[config.mk]
export PLATFORM = sky130hd
export DESIGN_NAME = cos_accumulator
export DESIGN_NICKNAME = d
export VERILOG_FILES = /design/src/rtl/cos_accumulator.sv
export SDC_FILE = /design/constraint.sdc
export NUM_CORES = 1
export LEC_CHECK = 0
export ABC_AREA = 1
export BUFFER_PORTS_ARGS = -buffer_cell sky130_fd_sc_hd__buf_2
export CAP_MARGIN = 20
export CELL_PAD_IN_SITES_DETAIL_PLACEMENT = 1
export CELL_PAD_IN_SITES_GLOBAL_PLACEMENT = 1
export CORE_ASPECT_RATIO = 0.7
export CORE_MARGIN = 5
export CORE_UTILIZATION = 42
export DETAILED_ROUTE_END_ITERATION = 12
export HOLD_SLACK_MARGIN = 0.1
export PLACE_DENSITY = 0.8
export RECOVER_POWER = 25
export SLEW_MARGIN = 20
export SYNTH_ARGS = -nofsm -noshare
export SYNTH_HDL_FRONTEND = slang
export SYNTH_SLANG_ARGS = --single-unit
[constraint.sdc]
create_clock -name clk -period 3.56 [get_ports clk]
set_input_delay 0.712 -clock clk [delete_from_list [all_inputs] [get_ports clk]]
set_output_delay 0.712 -clock clk [all_outputs]
set_load 0.02 [all_outputs]
[src/rtl/cos_accumulator.sv]
// cos_accumulator: downstream stage of the cosine accelerator.
// Accumulates a batch of `len` signed fixed-point samples into a wide
// saturating sum and reports it with a one-cycle done pulse.
//
// Handshake: a sample is consumed on a rising clk edge when
// in_valid && in_ready. in_ready is high only in ACCUM with clk_en=1 and
// does not depend on in_valid. The upstream stage must hold in_data stable
// while in_valid is high and in_ready is low.
module cos_accumulator #(
    parameter int IN_W  = 24,
    parameter int FRAC  = 22,
    parameter int ACC_W = 40,
    parameter int CNT_W = 16
) (
    input  logic             clk,
    input  logic             rst,
    input  logic             clk_en,
    input  logic             start,
    input  logic [CNT_W-1:0] len,
    input  logic             in_valid,
    output logic             in_ready,
    input  logic [IN_W-1:0]  in_data,
    output logic             done,
    output logic [ACC_W-1:0] sum,
    output logic             overflow,
    output logic             busy,
    output logic [1:0]       dbg_state
);

    // The sum keeps the input binary point, so FRAC only constrains legality.
    generate
        if (ACC_W <= IN_W || FRAC >= IN_W) begin : g_bad_params
            $error("cos_accumulator: need ACC_W > IN_W and FRAC < IN_W");
        end
    endgenerate

    localparam logic [1:0] S_IDLE  = 2'd0;
    localparam logic [1:0] S_ACCUM = 2'd1;
    localparam logic [1:0] S_DONE  = 2'd2;

    localparam logic [ACC_W-1:0] ACC_MAX = {1'b0, {(ACC_W-1){1'b1}}};
    localparam logic [ACC_W-1:0] ACC_MIN = {1'b1, {(ACC_W-1){1'b0}}};

    logic [1:0]       r_state;
    logic [ACC_W-1:0] r_acc;
    logic [CNT_W-1:0] r_cnt;
    logic [ACC_W-1:0] r_sum;
    logic             r_overflow;

    logic [ACC_W:0]   w_in_ext;
    logic [ACC_W:0]   w_add;
    logic             w_ovf;
    logic [ACC_W-1:0] w_sat;
    logic             w_accept;

    // One guard bit above the accumulator detects overflow of a single add;
    // the result is clamped per add so saturation never wraps mid-batch.
    always_comb begin
        w_in_ext = {{(ACC_W+1-IN_W){in_data[IN_W-1]}}, in_data};
        w_add    = {r_acc[ACC_W-1], r_acc} + w_in_ext;
        w_ovf    = w_add[ACC_W] ^ w_add[ACC_W-1];
        w_sat    = w_add[ACC_W-1:0];
        if (w_ovf) begin
            w_sat = w_add[ACC_W] ? ACC_MIN : ACC_MAX;
        end
    end

    assign in_ready  = clk_en && (r_state == S_ACCUM);
    assign w_accept  = in_valid && in_ready;
    assign done      = (r_state == S_DONE);
    assign busy      = (r_state != S_IDLE);
    assign sum       = r_sum;
    assign overflow  = r_overflow;
    assign dbg_state = r_state;

    // Batch FSM, accumulator, sample counter and result registers.
    always_ff @(posedge clk or posedge rst) begin
        if (rst) begin
            r_state    <= S_IDLE;
            r_acc      <= '0;
            r_cnt      <= '0;
            r_sum      <= '0;
            r_overflow <= 1'b0;
        end else if (clk_en) begin
            case (r_state)
                S_IDLE: begin
                    if (start) begin
                        r_acc      <= '0;
                        r_sum      <= '0;
                        r_overflow <= 1'b0;
                        if (len != '0) begin
                            r_cnt   <= len;
                            r_state <= S_ACCUM;
                        end else begin
                            // Zero-length batch reports an empty sum at once.
                            r_state <= S_DONE;
                        end
                    end
                end
                S_ACCUM: begin
                    if (w_accept) begin
                        r_acc <= w_sat;
                        r_cnt <= r_cnt - CNT_W'(1);
                        if (w_ovf) begin
                            r_overflow <= 1'b1;
                        end
                        if (r_cnt == CNT_W'(1)) begin
                            r_sum   <= w_sat;
                            r_state <= S_DONE;
                        end
                    end
                end
                S_DONE: begin
                    r_state <= S_IDLE;
                end
                default: begin
                    r_state <= S_IDLE;
                end
            endcase
        end
    end

endmodule

==> metrics.md, run 1 <==
| Metric | Value |
|---|---|
| Result of the run | `finished with violations` |
| Violated checks | `max-capacitance violations, max-slew violations` |
| Cell area after synthesis | `0.00753 mm^2` |
| Switching part of the total | `54.8%` |
| Worst Hold Margin | `0.475 ns` |
| Slew at the pin with the worst max-slew slack | `1.76 ns` |
| Post_cts resized | `0` |
| Via Count | `8125` |
| Max Cap Violations | `1` |
| Power per cell area | `1040 mW/mm^2` |
| Antenna violations before repair | `0` |
| Endpoint of the worst setup timing path | `sum[25]` |
| Final routed DRC violation total | `0` |
| Number of synthesized flops with an enable pin | `0` |
| Initial core utilization | `42.3%` |
| Count of endpoints failing setup in the final report | `0` |
| Worst path arrival time | `~3.3 ns` |
| Total Routed Length | `28000 um` |
| Antenna cell count | `0` |
| Number of detailed-route iterations in the first pass | `7` |
| Static power due to leakage | `between 4 and 5 nW` |
| Share of the clock period used by the worst path | `85.9%` |
| Unrepaired setup endpoints after global routing | `no` |
| DRC violation total after the first TritonRoute iteration | `684` |
| CTS tree | `done` |
| Final weighted congestion in routability-driven placement | `0.963` |
| Clock power frac | `between 10% and 20%` |
| Final-report hold violation count | `0` |
| Clk buf depth | `2` |
| Reg2reg path depth | `17` |
| Reg-to-reg endpoint | `sum[25]` |
| Post-synthesis cell type with the largest combined area | `sky130_fd_sc_hd__dfrtp_1` |
| Via count of the first global-routing pass | `8255` |
| Largest driver fanout on the critical path | `17` |
| Largest clock skew in the final design | `0.0128 ns` |
| Internal power summed over all cells | `0.00405 W` |
| Total congestion overflow after global routing | `0` |
| Hold-fix buffers, CTS | `0` |
| Worst-path clk slew | `around 0.080 ns` |
| Worst-case headroom to the max-slew limit | `-18.0%` |
| Die Area | `0.0208 mm^2` |
| H-tree level count | `3` |
| Proportion of netlist area held by the largest area contributor | `32.9%` |
| Fraction of final layout cells with drive strength greater than 1 | `12.2%` |
| Clock buffers created by TritonCTS | `9` |
| Ys async rst share | `100%` |
| Minimum period implied by the final worst setup slack | `3.06 ns` |
| Kind of critical path | `in2reg` |
| Setup crit start kind | `input port` |
| Count of cell types in the netlist | `39` |
| Largest net degree at the start of global routing | `65` |
| Average size of a mapped cell | `6.63 um^2` |
| Design Area, Final | `0.00864 mm^2` |
| Top FF cell, synth | `sky130_fd_sc_hd__dfrtp_1` |
| Number of post-CTS setup repair buffers | `0` |
| Critical path required time | `3.82 ns` |
| Maximum vdd ir drop | `0.461 mV` |
| Chip height | `122 um` |
| Final count of pins violating max slew | `36` |
| DP Area | `0.00836 mm^2` |
| Number of rows in the core area | `41` |
| Highest clock rate | `327 MHz` |
| Reg power frac | `between 20% and 30%` |
| Width of the chip | `between 150 and 200 um` |
| Count of clock tree sinks | `99` |
| Detailed Place HPWL | `21900 um` |
| Synth area leaders | `sky130_fd_sc_hd__dfrtp_1 (33%), sky130_fd_sc_hd__nand2_1 (20%), sky130_fd_sc_hd__nand3_1 (9.7%)` |
| First-pass GRT wire length | `45300 um` |
| Wirelength per Cell | `19.0 um` |
| Crit end category | `flip-flop` |
| Setup crit start | `in_data[23]` |
| FF-to-FF setup slack | `0.53 ns` |
| Commonest cells post-synth | `sky130_fd_sc_hd__nand2_1 (397), sky130_fd_sc_hd__nand3_1 (146), sky130_fd_sc_hd__dfrtp_1 (99), sky130_fd_sc_hd__inv_1 (98), sky130_fd_sc_hd__nor2_1 (95)` |
| Relative contribution of combinational cells to total power | `66.1%` |
| Count leader, synth | `sky130_fd_sc_hd__nand2_1` |
| Area growth from synthesis to final layout | `14.7%` |
| Number of synthesized register bits | `99` |
| Core area | `0.0178 mm^2` |
| Buffers added on ports | `90` |
| Later-pin clock latency in the skew report | `0.37 ns` |
| Syn. warnings | `0` |
| Startpoint of the most critical register-to-register path | `r_acc[20]` |
| Sw power | `0.00491 W` |
| Number of top-level pins | `91` |
| Net count after synthesis | `approximately 1200` |
| Cell at the root of the clock tree | `sky130_fd_sc_hd__clkbuf_16` |
| Number of nets with antenna violations after routing | `0` |
| Detailed-route vias per instance | `roughly 5.5` |
| GRT Total Usage | `27.7%` |
| Filler cells | `2391` |
| Cells after synthesis | `1136` |
| Sequential area share after synthesis | `32.9%` |
| Post-layout net count | `~1300` |
| Path type of the worst min-delay path | `reg2reg` |
| Total negative slack | `0 ns` |
| Total chip power | `0.00897 W` |
-- flip-flops by register name, indices dropped and copies added, names as in the netlist --
register   flops
dbg_state      2
overflow       1
sum           40
r_acc         40
r_cnt         16
-- cells by family after synthesis --
kind of cell	synth area share (%)
AND/OR/NAND/NOR	39.1
buffers and inverters	7.72
AO/OA/AOI/OAI	9.85
flip-flops	32.9
adder cells (fa/ha/maj)	7.24
XOR/XNOR	3.25
-- cell usage in the layout (no fill, tap or decap), drive strengths merged, types with 3 or more instances in the layout --
master / count
buf: 119
nand2b: 4
xnor2: 18
clkinvlp: 3
nand4: 18
nand3: 148
inv: 102
dfrtp: 99
nor3: 10
nand2: 401
ha: 42
o21ai: 52
nor2: 96
o21bai: 7
o21a: 5
clkbuf: 10
nor4: 7
o22ai: 5
xor2: 10
or2: 4
nand3b: 5
a21oi: 55
a31oi: 3
-- routing by layer --
layer,part of all wire [%],GRT usage [%],up-vias,wire (um)
met3,8.6,6.68,19,2390
met1,51,43.8,3938,14300
li1,-,-,3892,-
met2,39,38.6,276,11000
met5,0,0,-,0
met4,0.86,4.19,0,241
-- power groups by stage --
stage	logic [W]	registers, W	clock network (W)
after floorplan	0.00376	0.00216	0
after global placement	0.00566	0.00203	0
after detailed placement	0.00580	0.00204	0
after CTS	0.00584	0.00203	0.00101
after global routing	0.00654	0.00210	0.00105
final	0.00592	0.00205	0.000993
-- how the worst min path moves through the flow --
stage,slack (ns),startpoint,cells past startpoint,endpoint
floorplan,0.45,r_acc[39],2,r_acc[39]
global placement,0.46,sum[11],2,sum[11]
detailed placement,0.46,sum[36],2,sum[36]
CTS,0.38,rst,2,sum[6]
global route,0.50,sum[36],2,sum[36]
finish,0.48,sum[36],2,sum[36]
-- per-stage QoR --
step	cells	setup WS [ns]	util, %
2_1_floorplan	1136	0.258	-
3_3_place_gp	1454	0.243	47.0
3_5_place_dp	1454	0.142	47.0
4_1_cts	1470	0.547	48.6
5_1_grt	1470	0.285	48.5
6_report	1470	0.501	48.5
-- worst max-delay path, stage by stage --
cell	delay [ns]
sky130_fd_sc_hd__buf_2	0.32
sky130_fd_sc_hd__buf_4	0.19
sky130_fd_sc_hd__ha_1	0.27
sky130_fd_sc_hd__inv_1	0.10
sky130_fd_sc_hd__o21ai_0	0.18
sky130_fd_sc_hd__o21ai_0	0.21
sky130_fd_sc_hd__nand2_1	0.08
sky130_fd_sc_hd__a21oi_1	0.20
sky130_fd_sc_hd__nand2_1	0.10
sky130_fd_sc_hd__nand2_1	0.09
sky130_fd_sc_hd__nand2_2	0.08
sky130_fd_sc_hd__nand2_1	0.14
sky130_fd_sc_hd__buf_12	0.18
sky130_fd_sc_hd__buf_12	0.14
sky130_fd_sc_hd__nand3_1	0.14
sky130_fd_sc_hd__nand3_1	0.12
sky130_fd_sc_hd__nand2_1	0.05
-- final cells by class --
class	count	area, um^2	area share [%]
Clock buffer	10	229	2.65
Tap cell	236	295	3.42
Multi-Input combinational cell	900	4480	51.8
Timing Repair Buffer	119	731	8.46
Sequential cell	99	2480	28.7
Inverter	100	377	4.36
Clock inverter	6	55.1	0.637
Note: power is estimated with default switching activity, not from simulation.
==> run 2: changes to the inputs <==
--- a/config.mk
+++ b/config.mk
@@ -12,10 +12,10 @@
 export CELL_PAD_IN_SITES_GLOBAL_PLACEMENT = 1
 export CORE_ASPECT_RATIO = 0.7
 export CORE_MARGIN = 5
-export CORE_UTILIZATION = 42
+export CORE_UTILIZATION = 46
 export DETAILED_ROUTE_END_ITERATION = 12
 export HOLD_SLACK_MARGIN = 0.1
-export PLACE_DENSITY = 0.8
+export PLACE_DENSITY = 0.86
 export RECOVER_POWER = 25
 export SLEW_MARGIN = 20
 export SYNTH_ARGS = -nofsm -noshare
==> constraint.sdc (replaced) <==
create_clock -name clk -period 3.9 [get_ports clk]
set_input_delay 0.78 -clock clk [delete_from_list [all_inputs] [get_ports clk]]
set_output_delay 0.78 -clock clk [all_outputs]
set_load 0.02 [all_outputs]
==> run 2 against run 1 <==
  * The run still ends with max-capacitance violations, max-slew violations left
  * Global-route usage increased by 2.3 points
  * First-iteration DRC count shrank 4.2%
  * Count of clock-buffer cells in the layout down 1
  * Critical path type unchanged
  * Critical endpoint is now overflow
  * Largest power group unchanged
  * Highest routed layer unchanged
==> metrics.md, run 2 (synthesized netlist as in run 1, its figures left out) <==
| Metric | Value |
|---|---|
| Via Count | `8241 (was 8125)` |
| Critical path required time | `4.15 ns (was 3.82 ns)` |
| Count of clock tree sinks | `99 (unchanged)` |
| Die Area | `0.0191 mm^2 (was 0.0208 mm^2)` |
| Clock buffers created by TritonCTS | `9 (unchanged)` |
| Final count of pins violating max slew | `100 (was 36)` |
| Cell-by-cell listing of the critical path | `buf_2 -> ha_1 -> inv_1 -> fa_1 -> inv_1 -> nand3_1 -> nand2_1 -> nand2_1 -> nand2_1 -> nand2_1 -> nand3_2 -> nand2_1 -> nand2_1 -> nand2_1 -> nand2_1 -> nand2_1 -> buf_4 -> nand3_1 -> nand2_1 -> nand2_1 -> nand2_1 (was buf_2 -> buf_4 -> ha_1 -> inv_1 -> o21ai_0 -> o21ai_0 -> nand2_1 -> a21oi_1 -> nand2_1 -> nand2_1 -> nand2_2 -> nand2_1 -> buf_12 -> buf_12 -> nand3_1 -> nand3_1 -> nand2_1)` |
| Area growth from synthesis to final layout | `13.1% (was 14.7%)` |
| Static power due to leakage | `4.67 nW (was 4.72 nW)` |
| Delay contributed by the slowest stage of the critical path | `0.43 ns (was 0.32 ns)` |
| Total negative slack | `0 ns (unchanged)` |
| Chip height | `117 um (was 122 um)` |
| Width of the chip | `163 um (was 170 um)` |
| Unrepaired setup endpoints after global routing | `no (unchanged)` |
| Final weighted congestion in routability-driven placement | `0.984 (was 0.963)` |
| Number of nets with antenna violations after routing | `0 (unchanged)` |
| Setup crit start kind | `input port (unchanged)` |
| Final core utilization | `52.6% (was 48.5%)` |
| Core area | `0.0162 mm^2 (was 0.0178 mm^2)` |
| Detailed-route vias per instance | `5.69 (was 5.53)` |
| Antenna violations before repair | `0 (unchanged)` |
| DRC violation total after the first TritonRoute iteration | `655 (was 684)` |
| Number of rows in the core area | `39 (was 41)` |
| Number of post-CTS setup repair buffers | `0 (unchanged)` |
| Cell repeated most along the worst path | `sky130_fd_sc_hd__nand2_1 (unchanged)` |
| Wirelength per Cell | `19.4 um (was 19.0 um)` |
| Minimum period implied by the final worst setup slack | `between 3 and 4 ns` |
| Leading cell type in the layout, fill and taps excluded | `sky130_fd_sc_hd__nand2_1 (unchanged)` |
| Most used cells in the layout excluding fill and tap cells | `sky130_fd_sc_hd__nand2_1 (397), sky130_fd_sc_hd__nand3_1 (146), sky130_fd_sc_hd__dfrtp_1 (99) (unchanged)` |
| Placed cell count | `1433 (was 1454)` |
| Initial core utilization | `46.5% (was 42.3%)` |
| Worst path arrival time | `3.57 ns (was 3.32 ns)` |
| Total Routed Length | `28100 um (was 28000 um)` |
| Power per cell area | `955 mW/mm^2 (was 1040 mW/mm^2)` |
| Fraction of final layout cells with drive strength greater than 1 | `11.4% (was 12.2%)` |
| Result of the run | `finished with violations (unchanged)` |
| Largest driver fanout on the critical path | `11 (was 17)` |
| Design Area, Final | `0.00852 mm^2 (was 0.00864 mm^2)` |
| Slew at the pin with the worst max-slew slack | `2.62 ns (was 1.76 ns)` |
| First-pass GRT wire length | `44700 um (was 45300 um)` |
| Path type of the worst min-delay path | `reg2reg (unchanged)` |
| Largest net degree at the start of global routing | `100 (was 65)` |
| Number of detailed-route iterations in the first pass | `5 (was 7)` |
| Via count of the first global-routing pass | `8259 (was 8255)` |
| Post_cts resized | `0 (unchanged)` |
| Crit path max-delay cell type | `sky130_fd_sc_hd__fa_1 (was sky130_fd_sc_hd__buf_2)` |
| Max Cap Violations | `1 (unchanged)` |
| Kind of critical path | `in2reg (unchanged)` |
| Antenna cell count | `0 (unchanged)` |
| Hold-fix buffers, CTS | `0 (unchanged)` |
| Share of the clock period used by the worst path | `a little over four fifths` |
| Worst-path clk slew | `0.07 ns (was 0.08 ns)` |
| Cell at the root of the clock tree | `sky130_fd_sc_hd__clkbuf_16 (unchanged)` |
| Highest clock rate | `302 MHz` |
| DP Area | `0.00825 mm^2 (was 0.00836 mm^2)` |
| GRT Total Usage | `30.0% (was 27.7%)` |
| Total congestion overflow after global routing | `0 (unchanged)` |
| Worst-case headroom to the max-slew limit | `-74.4% (was -18.0%)` |
| H-tree level count | `3 (unchanged)` |
| Violated checks | `max-capacitance violations, max-slew violations (unchanged)` |
| Final routed DRC violation total | `0 (unchanged)` |
| Post-layout net count | `1307 (was 1317)` |
| CTS tree | `done (unchanged)` |
| Largest clock skew in the final design | `0.0101 ns (was 0.0128 ns)` |
| Clk buf depth | `2 (unchanged)` |
| Detailed Place HPWL | `21700 um (was 21900 um)` |
| Count of endpoints failing setup in the final report | `0 (unchanged)` |
| Number of top-level pins | `91 (unchanged)` |
| Buffers added on ports | `90 (unchanged)` |
| Later-pin clock latency in the skew report | `0.37 ns (about the same)` |
| Final-report hold violation count | `0 (unchanged)` |
| Maximum vdd ir drop | `0.423 mV (was 0.461 mV)` |
| Crit end category | `flip-flop (unchanged)` |
| Number of standard cells in the final layout excluding fillers | `1449 (was 1470)` |
## run 2: routing by layer
layer  vias to the layer above  track usage [%]  part of all wire, %
li1                       3882                -                    -
met1                      4032             45.9                   49
met2                       305             43.7                   41
met3                        22             6.65                  9.2
met4                         0             5.59                  1.0
met5                         -                0                    0
## run 2: worst paths after layout
path                                  from         to  slack, ns  depth (start not counted)
worst max-delay path            in_data[0]   overflow       0.59                         21
worst min-delay path               sum[34]    sum[34]       0.48                          2
worst max register to register    r_acc[0]   overflow       0.70                         20
worst min register to register     sum[34]    sum[34]       0.48                          2
max in group asynchronous              rst  r_acc[34]       1.00                          3
min in group asynchronous              rst     sum[6]       1.33                          3
## run 2: cell type report
cell class | count | area (um^2)
clock inverters | 7 | 70.1
fillers | 2240 | 7680
multi-input cells | 900 | 4480
well taps | 225 | 282
repair buffers | 109 | 614
inverters | 100 | 377
flip-flops and latches | 99 | 2480
clock buffers | 9 | 225
## run 2: critical path: cells and delay by family
family	cells	cell delay, ns
fa+ha+maj	2	0.71
buf+inv	4	0.52
simple gates	15	1.57
## run 2: report_power, final
| group | leakage, nW | switching, W | internal (W) |
|---|---|---|---|
| Clock | 0.147 | 0.000474 | 0.000453 |
| Sequential | 1.29 | 0.000377 | 0.00149 |
| Combinational | 3.23 | 0.00368 | 0.00166 |
## run 2: stage by stage
step	worst slack, ns	power, W	hold WS, ns
6_report	0.586	0.00814	0.477
5_1_grt	0.353	0.00874	0.507
4_1_cts	0.613	0.00804	0.480
3_5_place_dp	0.298	0.00703	0.460
3_3_place_gp	0.375	0.00684	0.459
2_1_floorplan	0.530	0.00540	0.453
